## config.mk

```make
export PLATFORM = sky130hd
export DESIGN_NAME = reorder_buffer
export DESIGN_NICKNAME = d
export VERILOG_FILES = /design/src/rtl/rob_pkg.sv /design/src/rtl/reorder_buffer_ptr.sv /design/src/rtl/reorder_buffer.sv
export SDC_FILE = /design/constraint.sdc
export NUM_CORES = 1
export LEC_CHECK = 0
export ABC_CLOCK_PERIOD_IN_PS = 23500
export CORE_MARGIN = 2
export CORE_UTILIZATION = 39
export DETAILED_ROUTE_END_ITERATION = 8
export PLACE_DENSITY = 0.59
export REMOVE_ABC_BUFFERS = 1
export SETUP_SLACK_MARGIN = 0.15
export SLEW_MARGIN = 20
export SYNTH_ARGS = -nofsm -noshare
export SYNTH_HDL_FRONTEND = slang
export SYNTH_SLANG_ARGS = --single-unit
```

## constraint.sdc

```tcl
create_clock -name clk -period 23.5 [get_ports clk]
set_input_delay 2.35 -clock clk [delete_from_list [all_inputs] [get_ports clk]]
set_output_delay 2.35 -clock clk [all_outputs]
set_load 0.01 [all_outputs]
```

## src/rtl/rob_pkg.sv

```systemverilog
// Shared ROB types and sizing for rename, execute and the reorder buffer itself.
// Entry layout, tag/pointer typedefs and an entry constructor.
package rob_pkg;

    localparam int DEPTH  = 16;
    localparam int PREG_W = 7;
    localparam int PC_W   = 9;
    localparam int TAG_W  = $clog2(DEPTH);

    typedef logic [TAG_W-1:0] rob_tag_t;
    typedef logic [TAG_W:0]   rob_ptr_t;

    typedef struct packed {
        logic              valid;
        logic              done;
        logic              has_dest;
        logic [4:0]        rd;
        logic [PREG_W-1:0] prd;
        logic [PREG_W-1:0] old_prd;
        logic [PC_W-1:0]   pc;
    } rob_entry_t;

    localparam rob_entry_t ROB_ENTRY_CLR = rob_entry_t'({$bits(rob_entry_t){1'b0}});

    function automatic rob_entry_t make_entry(
        input logic              has_dest,
        input logic [4:0]        rd,
        input logic [PREG_W-1:0] prd,
        input logic [PREG_W-1:0] old_prd,
        input logic [PC_W-1:0]   pc
    );
        rob_entry_t e;
        e.valid    = 1'b1;
        e.done     = 1'b0;
        e.has_dest = has_dest;
        e.rd       = rd;
        e.prd      = prd;
        e.old_prd  = old_prd;
        e.pc       = pc;
        return e;
    endfunction

endpackage

```

## src/rtl/reorder_buffer_ptr.sv

```systemverilog
// Wrap-around ROB pointer with a phase bit above the index; load takes priority over inc.
module rob_ptr
    import rob_pkg::*;
(
    input  logic     clk,
    input  logic     reset,
    input  logic     inc,
    input  logic     load,
    input  rob_ptr_t load_val,
    output rob_ptr_t ptr_q
);

    rob_ptr_t ptr_d;

    // Next pointer: DEPTH is a power of two, so the carry into the top bit is the phase toggle.
    always_comb begin
        if (load) begin
            ptr_d = load_val;
        end else if (inc) begin
            ptr_d = ptr_q + rob_ptr_t'(1);
        end else begin
            ptr_d = ptr_q;
        end
    end

    // Pointer register.
    always_ff @(posedge clk or posedge reset) begin
        if (reset) begin
            ptr_q <= {(TAG_W+1){1'b0}};
        end else begin
            ptr_q <= ptr_d;
        end
    end

endmodule

```

## src/rtl/reorder_buffer.sv

```systemverilog
// In-order retirement queue: allocates at tail, completes by tag, retires from head, squashes on flush.
// Optional ROB_STATS_EN adds saturating perf_commits / perf_full_cycles counters.
module reorder_buffer
    import rob_pkg::*;
(
    input  logic              clk,
    input  logic              reset,
    input  logic              alloc_valid,
    output logic              alloc_ready,
    input  logic              alloc_has_dest,
    input  logic [4:0]        alloc_rd,
    input  logic [PREG_W-1:0] alloc_prd,
    input  logic [PREG_W-1:0] alloc_old_prd,
    input  logic [PC_W-1:0]   alloc_pc,
    output logic [TAG_W-1:0]  alloc_tag,
    input  logic              cdb_valid,
    input  logic [TAG_W-1:0]  cdb_tag,
    input  logic              flush_valid,
    input  logic [TAG_W-1:0]  flush_tag,
    output logic              commit_en,
    output logic              commit_has_dest,
    output logic [4:0]        commit_rd,
    output logic [PREG_W-1:0] commit_prd,
    output logic [PREG_W-1:0] commit_old_preg,
    output logic [PC_W-1:0]   commit_pc,
    output logic [TAG_W:0]    rob_count
`ifdef ROB_STATS_EN
    ,
    output logic [31:0]       perf_commits,
    output logic [31:0]       perf_full_cycles
`endif
);

    localparam rob_ptr_t DEPTH_CNT = rob_ptr_t'(DEPTH);

    rob_entry_t entries_q [DEPTH];
    rob_entry_t entries_d [DEPTH];
    rob_ptr_t   head_q, tail_q, tail_load_s, keep_cnt_s;
    rob_tag_t   head_idx_s;
    logic       full_s, empty_s, flush_hit_s, alloc_fire_s, cdb_hit_s;
    logic [DEPTH-1:0] squash_s;

    rob_ptr u_head (
        .clk      (clk),
        .reset    (reset),
        .inc      (commit_en),
        .load     (1'b0),
        .load_val ({(TAG_W+1){1'b0}}),
        .ptr_q    (head_q)
    );

    rob_ptr u_tail (
        .clk      (clk),
        .reset    (reset),
        .inc      (alloc_fire_s),
        .load     (flush_hit_s),
        .load_val (tail_load_s),
        .ptr_q    (tail_q)
    );

    // Occupancy, handshakes and flush window; survivors are head..flush_tag inclusive.
    always_comb begin
        rob_count    = tail_q - head_q;
        full_s       = (rob_count == DEPTH_CNT);
        empty_s      = (rob_count == {(TAG_W+1){1'b0}});
        alloc_ready  = !full_s && !reset;
        alloc_tag    = tail_q[TAG_W-1:0];
        head_idx_s   = head_q[TAG_W-1:0];
        flush_hit_s  = flush_valid && entries_q[flush_tag].valid;
        keep_cnt_s   = {1'b0, rob_tag_t'(flush_tag - head_idx_s)} + rob_ptr_t'(1);
        tail_load_s  = head_q + keep_cnt_s;
        alloc_fire_s = alloc_valid && alloc_ready && !flush_hit_s;
        commit_en    = !reset && !empty_s && entries_q[head_idx_s].valid &&
                       entries_q[head_idx_s].done && !flush_valid;
        for (int i = 0; i < DEPTH; i++) begin
            squash_s[i] = flush_hit_s &&
                ({1'b0, rob_tag_t'(rob_tag_t'(i) - head_idx_s)} >= keep_cnt_s);
        end
        cdb_hit_s = cdb_valid && entries_q[cdb_tag].valid && !squash_s[cdb_tag];
    end

    // Retirement port mirrors the head entry only while it actually retires.
    always_comb begin
        if (commit_en) begin
            commit_has_dest = entries_q[head_idx_s].has_dest;
            commit_rd       = entries_q[head_idx_s].rd;
            commit_prd      = entries_q[head_idx_s].prd;
            commit_old_preg = entries_q[head_idx_s].old_prd;
            commit_pc       = entries_q[head_idx_s].pc;
        end else begin
            commit_has_dest = 1'b0;
            commit_rd       = 5'd0;
            commit_prd      = {PREG_W{1'b0}};
            commit_old_preg = {PREG_W{1'b0}};
            commit_pc       = {PC_W{1'b0}};
        end
    end

    // Entry next-state: completion, squash, retirement clear, then allocation write.
    always_comb begin
        for (int i = 0; i < DEPTH; i++) begin
            entries_d[i] = entries_q[i];
            if (cdb_hit_s && (cdb_tag == rob_tag_t'(i))) begin
                entries_d[i].done = 1'b1;
            end else begin
                entries_d[i].done = entries_q[i].done;
            end
            if (squash_s[i]) begin
                entries_d[i] = ROB_ENTRY_CLR;
            end else begin
                entries_d[i].valid = entries_q[i].valid;
            end
        end
        if (commit_en) begin
            entries_d[head_idx_s] = ROB_ENTRY_CLR;
        end else begin
            entries_d[head_idx_s].valid = entries_d[head_idx_s].valid;
        end
        if (alloc_fire_s) begin
            entries_d[tail_q[TAG_W-1:0]] = make_entry(alloc_has_dest, alloc_rd, alloc_prd,
                                                      alloc_old_prd, alloc_pc);
        end else begin
            entries_d[tail_q[TAG_W-1:0]].valid = entries_d[tail_q[TAG_W-1:0]].valid;
        end
    end

    // Entry storage.
    always_ff @(posedge clk or posedge reset) begin
        if (reset) begin
            for (int i = 0; i < DEPTH; i++) begin
                entries_q[i] <= ROB_ENTRY_CLR;
            end
        end else begin
            entries_q <= entries_d;
        end
    end

`ifdef ROB_STATS_EN
    logic [31:0] perf_commits_q, perf_commits_d, perf_full_q, perf_full_d;

    // Saturating event counters.
    always_comb begin
        if (commit_en && (perf_commits_q != 32'hFFFF_FFFF)) begin
            perf_commits_d = perf_commits_q + 32'd1;
        end else begin
            perf_commits_d = perf_commits_q;
        end
        if (alloc_valid && full_s && (perf_full_q != 32'hFFFF_FFFF)) begin
            perf_full_d = perf_full_q + 32'd1;
        end else begin
            perf_full_d = perf_full_q;
        end
    end

    // Counter registers.
    always_ff @(posedge clk or posedge reset) begin
        if (reset) begin
            perf_commits_q <= 32'd0;
            perf_full_q    <= 32'd0;
        end else begin
            perf_commits_q <= perf_commits_d;
            perf_full_q    <= perf_full_d;
        end
    end

    assign perf_commits     = perf_commits_q;
    assign perf_full_cycles = perf_full_q;
`endif

endmodule
```

==> results of run 1 <==
==> power breakdown <==
part | switching, mW | total [mW] | internal, mW
sequential | 0.244 | 1.44 | 1.20
clock | 0.373 | 0.900 | 0.527
combinational | 1.03 | 1.84 | 0.812
total | 1.65 | 4.19 | 2.54
==> per-layer routing <==
| layer | part of all wire | routed length (microns) |
|---|---|---|
| met5 | 0.00028 | 24 |
| met2 | 0.46 | 39400 |
| met4 | 0.038 | 3220 |
| met1 | 0.41 | 34700 |
| met3 | 0.088 | 7430 |
==> sequential cells by signal, summed over array words and instances, names as in the netlist <==
| name | cells |
|---|---|
| entries_q | 496 |
| u_head.ptr_q | 5 |
| u_tail.ptr_q | 5 |
==> worst max-delay path: cells and delay by family, from the launching register on <==
kind | cells | cell delay, ns
flip-flops | 1 | 0.85
buffers and inverters | 5 | 2.82
AO/OA/AOI/OAI | 4 | 1.39
AND/OR/NAND/NOR | 2 | 0.26
==> synthesized netlist by cell type, drive strengths merged, types with 6 or more instances <==
library cell	instances
mux2	9
and3	6
nand2b	9
o211ai	13
nor2	63
a22o	465
a311oi	8
nor3	14
a21oi	18
a22oi	6
nand3	28
a21o	6
inv	31
nor2b	10
mux4	154
o21ai	60
clkbuf	151
o31ai	9
xor2	9
ha	37
o21a	8
nand2	105
a31oi	8
xnor2	22
maj3	10
a32oi	7
mux2i	13
buf	81
and2	32
dfrtp	506
==> cell families (layout without fill, tap and decap cells) <==
| logic type | after synthesis | count (layout) |
|---|---|---|
| mux | 176 | 176 |
| other cells | 0 | 3 |
| compound gates | 651 | 651 |
| xor+xnor | 34 | 34 |
| simple gates | 286 | 286 |
| fa+ha+maj | 50 | 50 |
| buf+inv | 265 | 269 |
| flops | 506 | 506 |
==> layout make-up <==
class	instances	area, sq um
diodes	3	7.51
clock buffers	81	1630
clock inverters	21	253
fillers	5724	35500
inverters	33	133
multi-input cells	1197	11700
flip-flops and latches	506	12700
well taps	855	1070
repair buffers	134	1250
==> worst min path at each step <==
stage                    from        endpoint  slack (ns)  cells past startpoint
2_1_floorplan  entries_q[401]  entries_q[401]        0.44                      2
3_3_place_gp   entries_q[401]  entries_q[401]        0.46                      2
3_5_place_dp   entries_q[155]  entries_q[155]        0.48                      1
4_1_cts         entries_q[91]   entries_q[91]        0.49                      2
5_1_grt        entries_q[263]  entries_q[263]        0.50                      1
6_report       entries_q[463]  entries_q[463]        0.48                      2
==> flow_summary_export.csv, run 1 <==
group,metric,value,unit
synthesis,syn-cell-area,25300,sq um
critical_path,cp-end-kind,"output pin",
power_and_ir_drop,vdd_ir_drop_max,0.0829,mV
critical_path,crit_fanout,52,
clocking,cts_tree,"done",
placement,place_congestion,0.952,
finish,drive_above_1_share,0.187,
status,status,"complete, no violations",
grt,grt_antenna_before_repair,2,
synthesis,synthMuxAreaShare,0.147,
critical_path,regToRegSetupSlack,17.41,ns
placement,dp_slack,15.77,ns
critical_path,reg2reg_depth,13,
synthesis,synth_fa_ha_area_frac,0.0248,
synthesis,yosysTopAreaCell,"dfrtp_1",
job,max-cap-violations,0,
clocking,clk_pin_slew,0.06,ns
critical_path,worstPathRequired,21.15,ns
floorplanning,die_h,259,microns
routing,wl,84700,microns
floorplanning,core,64200,sq um
grt,met3_usage,0.0493,
synthesis,synth_simple_gate_area_frac,0.0530,
synthesis,yosys_warnings,0,
critical_path,crit_start,"u_head.ptr_q[1]",
critical_path,crit_top_cell,"buf_4",
floorplanning,io_pins,82,
power_and_ir_drop,p_leak,12.8,nW
placement,dp_hpwl,46000,microns
critical_path,cpMaxStageDelayCell,"dfrtp_4",
critical_path,reg2reg_to,"entries_q[277]",
routing,route.detailed.wl_per_inst,29.9,microns
routing,drc,0,
synthesis,ys_seq_area_frac,0.501,
synthesis,syn_area_per_cell,12.8,sq um
timing,worst_slack,15.08,ns
placement,postPlaceCellArea,26800,sq um
routing,final_antenna_net_count,0,
floorplanning,num_rows,93,
clocking,cts.path.max_buffers,3,
grt,grt_max_degree,192,
synthesis,synth_compound_area_frac,0.214,
critical_path,r2r-start,"u_head.ptr_q[1]",
worst_hold_path,hold_class,"register to register",
clocking,insertion_delay,0.63,ns
critical_path,crit_type,"register to output pin",
timing,finalSetupViolations,0,
finish,fin_cells,2830,
timing,worst_pin_slew,1.01,ns
finish,layout_common_cells,"dfrtp_1 (503), a22o_1 (464), mux4_2 (152), nand2_1 (105), clkdlybuf4s50_1 (81)",
grt,busiest_layer,"met2",
clocking,cts-root-buf,"clkbuf_16",
timing,slew_violations,0,
synthesis,synth_top_family_by_area,"compound AO/OA/AOI/OAI gates",
grt,grt_usage,0.255,
power_and_ir_drop,power.density,146,nW/um^2
placement,dp_cells,2724,
timing,rsz0062_at_grt,"no",
placement,portBuffers,81,
floorplanning,die_x,259,microns
timing,finalClockSkew,0.0301,ns
clocking,cts-buffers-inserted,55,
finish,final_area,28700,sq um
synthesis,synthArstFlopShare,1.00,
critical_path,startpoint_type,"register",
synthesis,synth_top_area_frac,0.501,
grt,use_met1,0.350,
clocking,cts_setup_buffers,0,
grt,gr-usage-met2,0.398,
finish,layout_commonest_cell,"dfrtp_1",
routing,drtPass1Iterations,6,
timing,hold_violations,0,
synthesis,synth_xor_area_frac,0.0139,
critical_path,endpoint,"commit_old_preg[5]",
clocking,cts_hold_buf,0,
routing,routed_via_density,6.56,
timing,clock.fmax,119,MHz
synthesis,synth_cells,1968,
clocking,numClockSinks,506,
finish,utilization,0.447,
timing,fin_tns_setup,0,ns
timing,post-route-min-period,8.42,ns
clocking,htree_levels,2,
finish,syn2layout_area_growth,13.6,%
grt,overflow,0,
critical_path,critPathMaxStageDelay,0.85,ns
grt,grt_pass1_wl,128000,microns
synthesis,synth_cell_types,88,
floorplanning,die_area,66800,sq um
grt,grt_pass1_vias,19200,
synthesis,synth-edff-count,0,
synthesis,yosys_register_bits,506,
power_and_ir_drop,total_power,4.19,mW
timing,hold_slack,0.484,ns
critical_path,arrival,6.07,ns
timing,max_slew_margin,0.324,
finish,fin_nets,2009,
synthesis,ys_top_cells_by_area,"dfrtp_1 (50%), a22o_1 (16%), mux4_2 (14%), clkbuf_1 (2.1%), ha_1 (1.8%)",
floorplanning,initial_core_util,0.393,
routing,num_vias,18600,
clocking,ctsResizeCount,0,
critical_path,crit_chain,"buf_4 -> buf_4 -> o211ai_1 -> o21ai_0 -> nor2_1 -> o21ai_0 -> a21o_1 -> inv_2 -> buf_4 -> and2_1 -> clkdlybuf4s50_1",
routing,first_iter_violations,1874,
timing,fin_crit_sh,0.358,
synthesis,ys.flop_type,"dfrtp_1",
No activity file was read; power rests on OpenSTA's default activity.
==> inputs of run 2 (changes only) <==
- ABC_CLOCK_PERIOD_IN_PS: 23500 -> 6850
- PLACE_DENSITY: 0.59 -> 0.61
- clock period: 23.5 -> 6.85 ns (I/O delays scaled with it)
==> run 2 against run 1 <==
Critical path depth is 2 higher. Worst setup slack lost 14 ns. Wire length down 3.4%. Global-route usage fell by 0.80 points. Total power rose to 3.4 times the previous value. Critical path type unchanged. Critical endpoint is now commit_rd[4]. Largest cell class unchanged. Highest routed layer unchanged.
==> flow_summary_export.csv, run 2 (synthesis results as in run 1) <==
group,metric,value,unit
critical_path,crit_type,"register to output pin",
grt,gr-usage-met2,0.387,
grt,grt_pass1_vias,19100,
routing,routed_via_density,6.49,
routing,num_vias,18300,
finish,layout_common_cells,"dfrtp_1 (503), a22o_1 (464), mux4_2 (152), nand2_1 (105), clkdlybuf4s50_1 (81)",
power_and_ir_drop,total_power,14.3,mW
critical_path,crit_chain,"inv_1 -> fa_1 -> inv_1 -> a21o_1 -> a21oi_1 -> xnor2_1 -> o41ai_1 -> a21o_1 -> buf_4 -> inv_2 -> buf_4 -> and2_1 -> clkdlybuf4s50_1",
critical_path,crit_fanout,18,
clocking,cts.path.max_buffers,3,
grt,grt_max_degree,184,
finish,utilization,0.447,
routing,route.detailed.wl_per_inst,29.0,microns
critical_path,worstPathRequired,6.16,ns
finish,diodes,0,
grt,grt_pass1_wl,125000,microns
finish,syn2layout_area_growth,13.6,%
finish,num-fill-cells,5763,
floorplanning,num_rows,93,
clocking,cts-root-buf,"clkbuf_16",
grt,met3_usage,0.0523,
routing,first_iter_violations,1655,
grt,overflow,0,
worst_hold_path,hold_class,"register to register",
critical_path,cp-end-kind,"output pin",
routing,drtPass1Iterations,6,
placement,portBuffers,81,
finish,drive_above_1_share,0.186,
timing,fin_tns_setup,0,ns
grt,grt_usage,0.247,
job,max-cap-violations,0,
grt,busiest_layer,"met2",
critical_path,cp_top_family,"buffers and inverters",
grt,use_met1,0.342,
critical_path,arrival,4.96,ns
clocking,numClockSinks,506,
timing,post-route-min-period,5.65,ns
routing,final_antenna_net_count,0,
critical_path,startpoint_type,"register",
floorplanning,die_x,259,microns
finish,fin_nets,2009,
power_and_ir_drop,vdd_ir_drop_max,0.282,mV
timing,slew_violations,0,
clocking,insertion_delay,0.62,ns
critical_path,cpMaxStageDelayCell,"o41ai_1",
timing,max_slew_margin,0.257,
clocking,cts-buffers-inserted,53,
clocking,ctsResizeCount,0,
timing,rsz0062_at_grt,"no",
critical_path,critPathMaxStageDelay,0.93,ns
finish,largest_registers,"entries_q (496), u_head.ptr_q (5), u_tail.ptr_q (5)",
critical_path,path_buf_inv,6,
timing,clock.fmax,177,MHz
timing,hold_violations,0,
floorplanning,io_pins,82,
routing,wl,81900,microns
floorplanning,die_area,66800,sq um
timing,worst_slack,1.20,ns
timing,finalSetupViolations,0,
timing,finalClockSkew,0.0280,ns
power_and_ir_drop,power.density,499,nW/um^2
clocking,cts_hold_buf,0,
floorplanning,die_h,259,microns
timing,fin_crit_sh,0.825,
placement,dp_hpwl,45800,microns
floorplanning,core,64200,sq um
finish,largest_reg_flops,496,
finish,largest_register,"entries_q",
clocking,htree_levels,2,
routing,drc,0,
clocking,clk_pin_slew,0.06,ns
finish,layout_commonest_cell,"dfrtp_1",
floorplanning,initial_core_util,0.393,
placement,dp_slack,0.747,ns
grt,grt_antenna_before_repair,2,
timing,worst_pin_slew,1.11,ns
status,status,"complete, no violations",
power_and_ir_drop,p_leak,12.8,nW
placement,place_congestion,0.938,
clocking,cts_tree,"done",
clocking,cts_setup_buffers,0,
[run 2: final cells by class]
cell class	count	area (sq um)	share of cell area
tap	855	1070	0.0373
multi-input combinational	1197	11700	0.407
timing repair buffer	136	1300	0.0453
sequential	506	12700	0.442
clock inverter	28	370	0.0129
clock buffer	70	1470	0.0512
inverter	33	133	0.00462
[run 2: routing by layer]
metal | part of all wire | wire length (microns)
met1 | 0.42 | 34200
met2 | 0.46 | 38000
met3 | 0.083 | 6810
met4 | 0.036 | 2930
met5 | 0.00024 | 20
[run 2: path summary, 6_finish.rpt]
kind / start / endpoint / slack (ns) / cells past startpoint
worst min register to register: entries_q[370] / entries_q[370] / 0.49 / 2
max in group asynchronous: reset / entries_q[114] / 4.63 / 3
worst max-delay path: u_tail.ptr_q[1] / commit_rd[4] / 1.20 / 13
worst max register to register: u_head.ptr_q[0] / entries_q[61] / 1.51 / 17
worst min-delay path: entries_q[370] / entries_q[370] / 0.49 / 2
min in group asynchronous: reset / entries_q[371] / 0.70 / 2
[run 2: tightest hold or removal path, cell delays in order, from the launching register on]
cell and delay, ns:
dfrtp_1 0.35, nand2_1 0.05, o21ai_0 0.06
[run 2: through the flow]
stage | hold slack (ns) | instance area, sq um | std cells
final | 0.491 | 28700 | 2825
after CTS | 0.493 | 28700 | 2825
after detailed placement | 0.476 | 26900 | 2727
after floorplan | 0.443 | 24200 | 1736
after global placement | 0.465 | 26900 | 2727
after global routing | 0.502 | 28700 | 2825
[run 2: power by group]
group          leakage [nW]  internal, mW  switching, mW
sequential             6.91          4.11          0.779
combinational          4.98          2.84           3.53
clock                 0.903          1.78           1.27
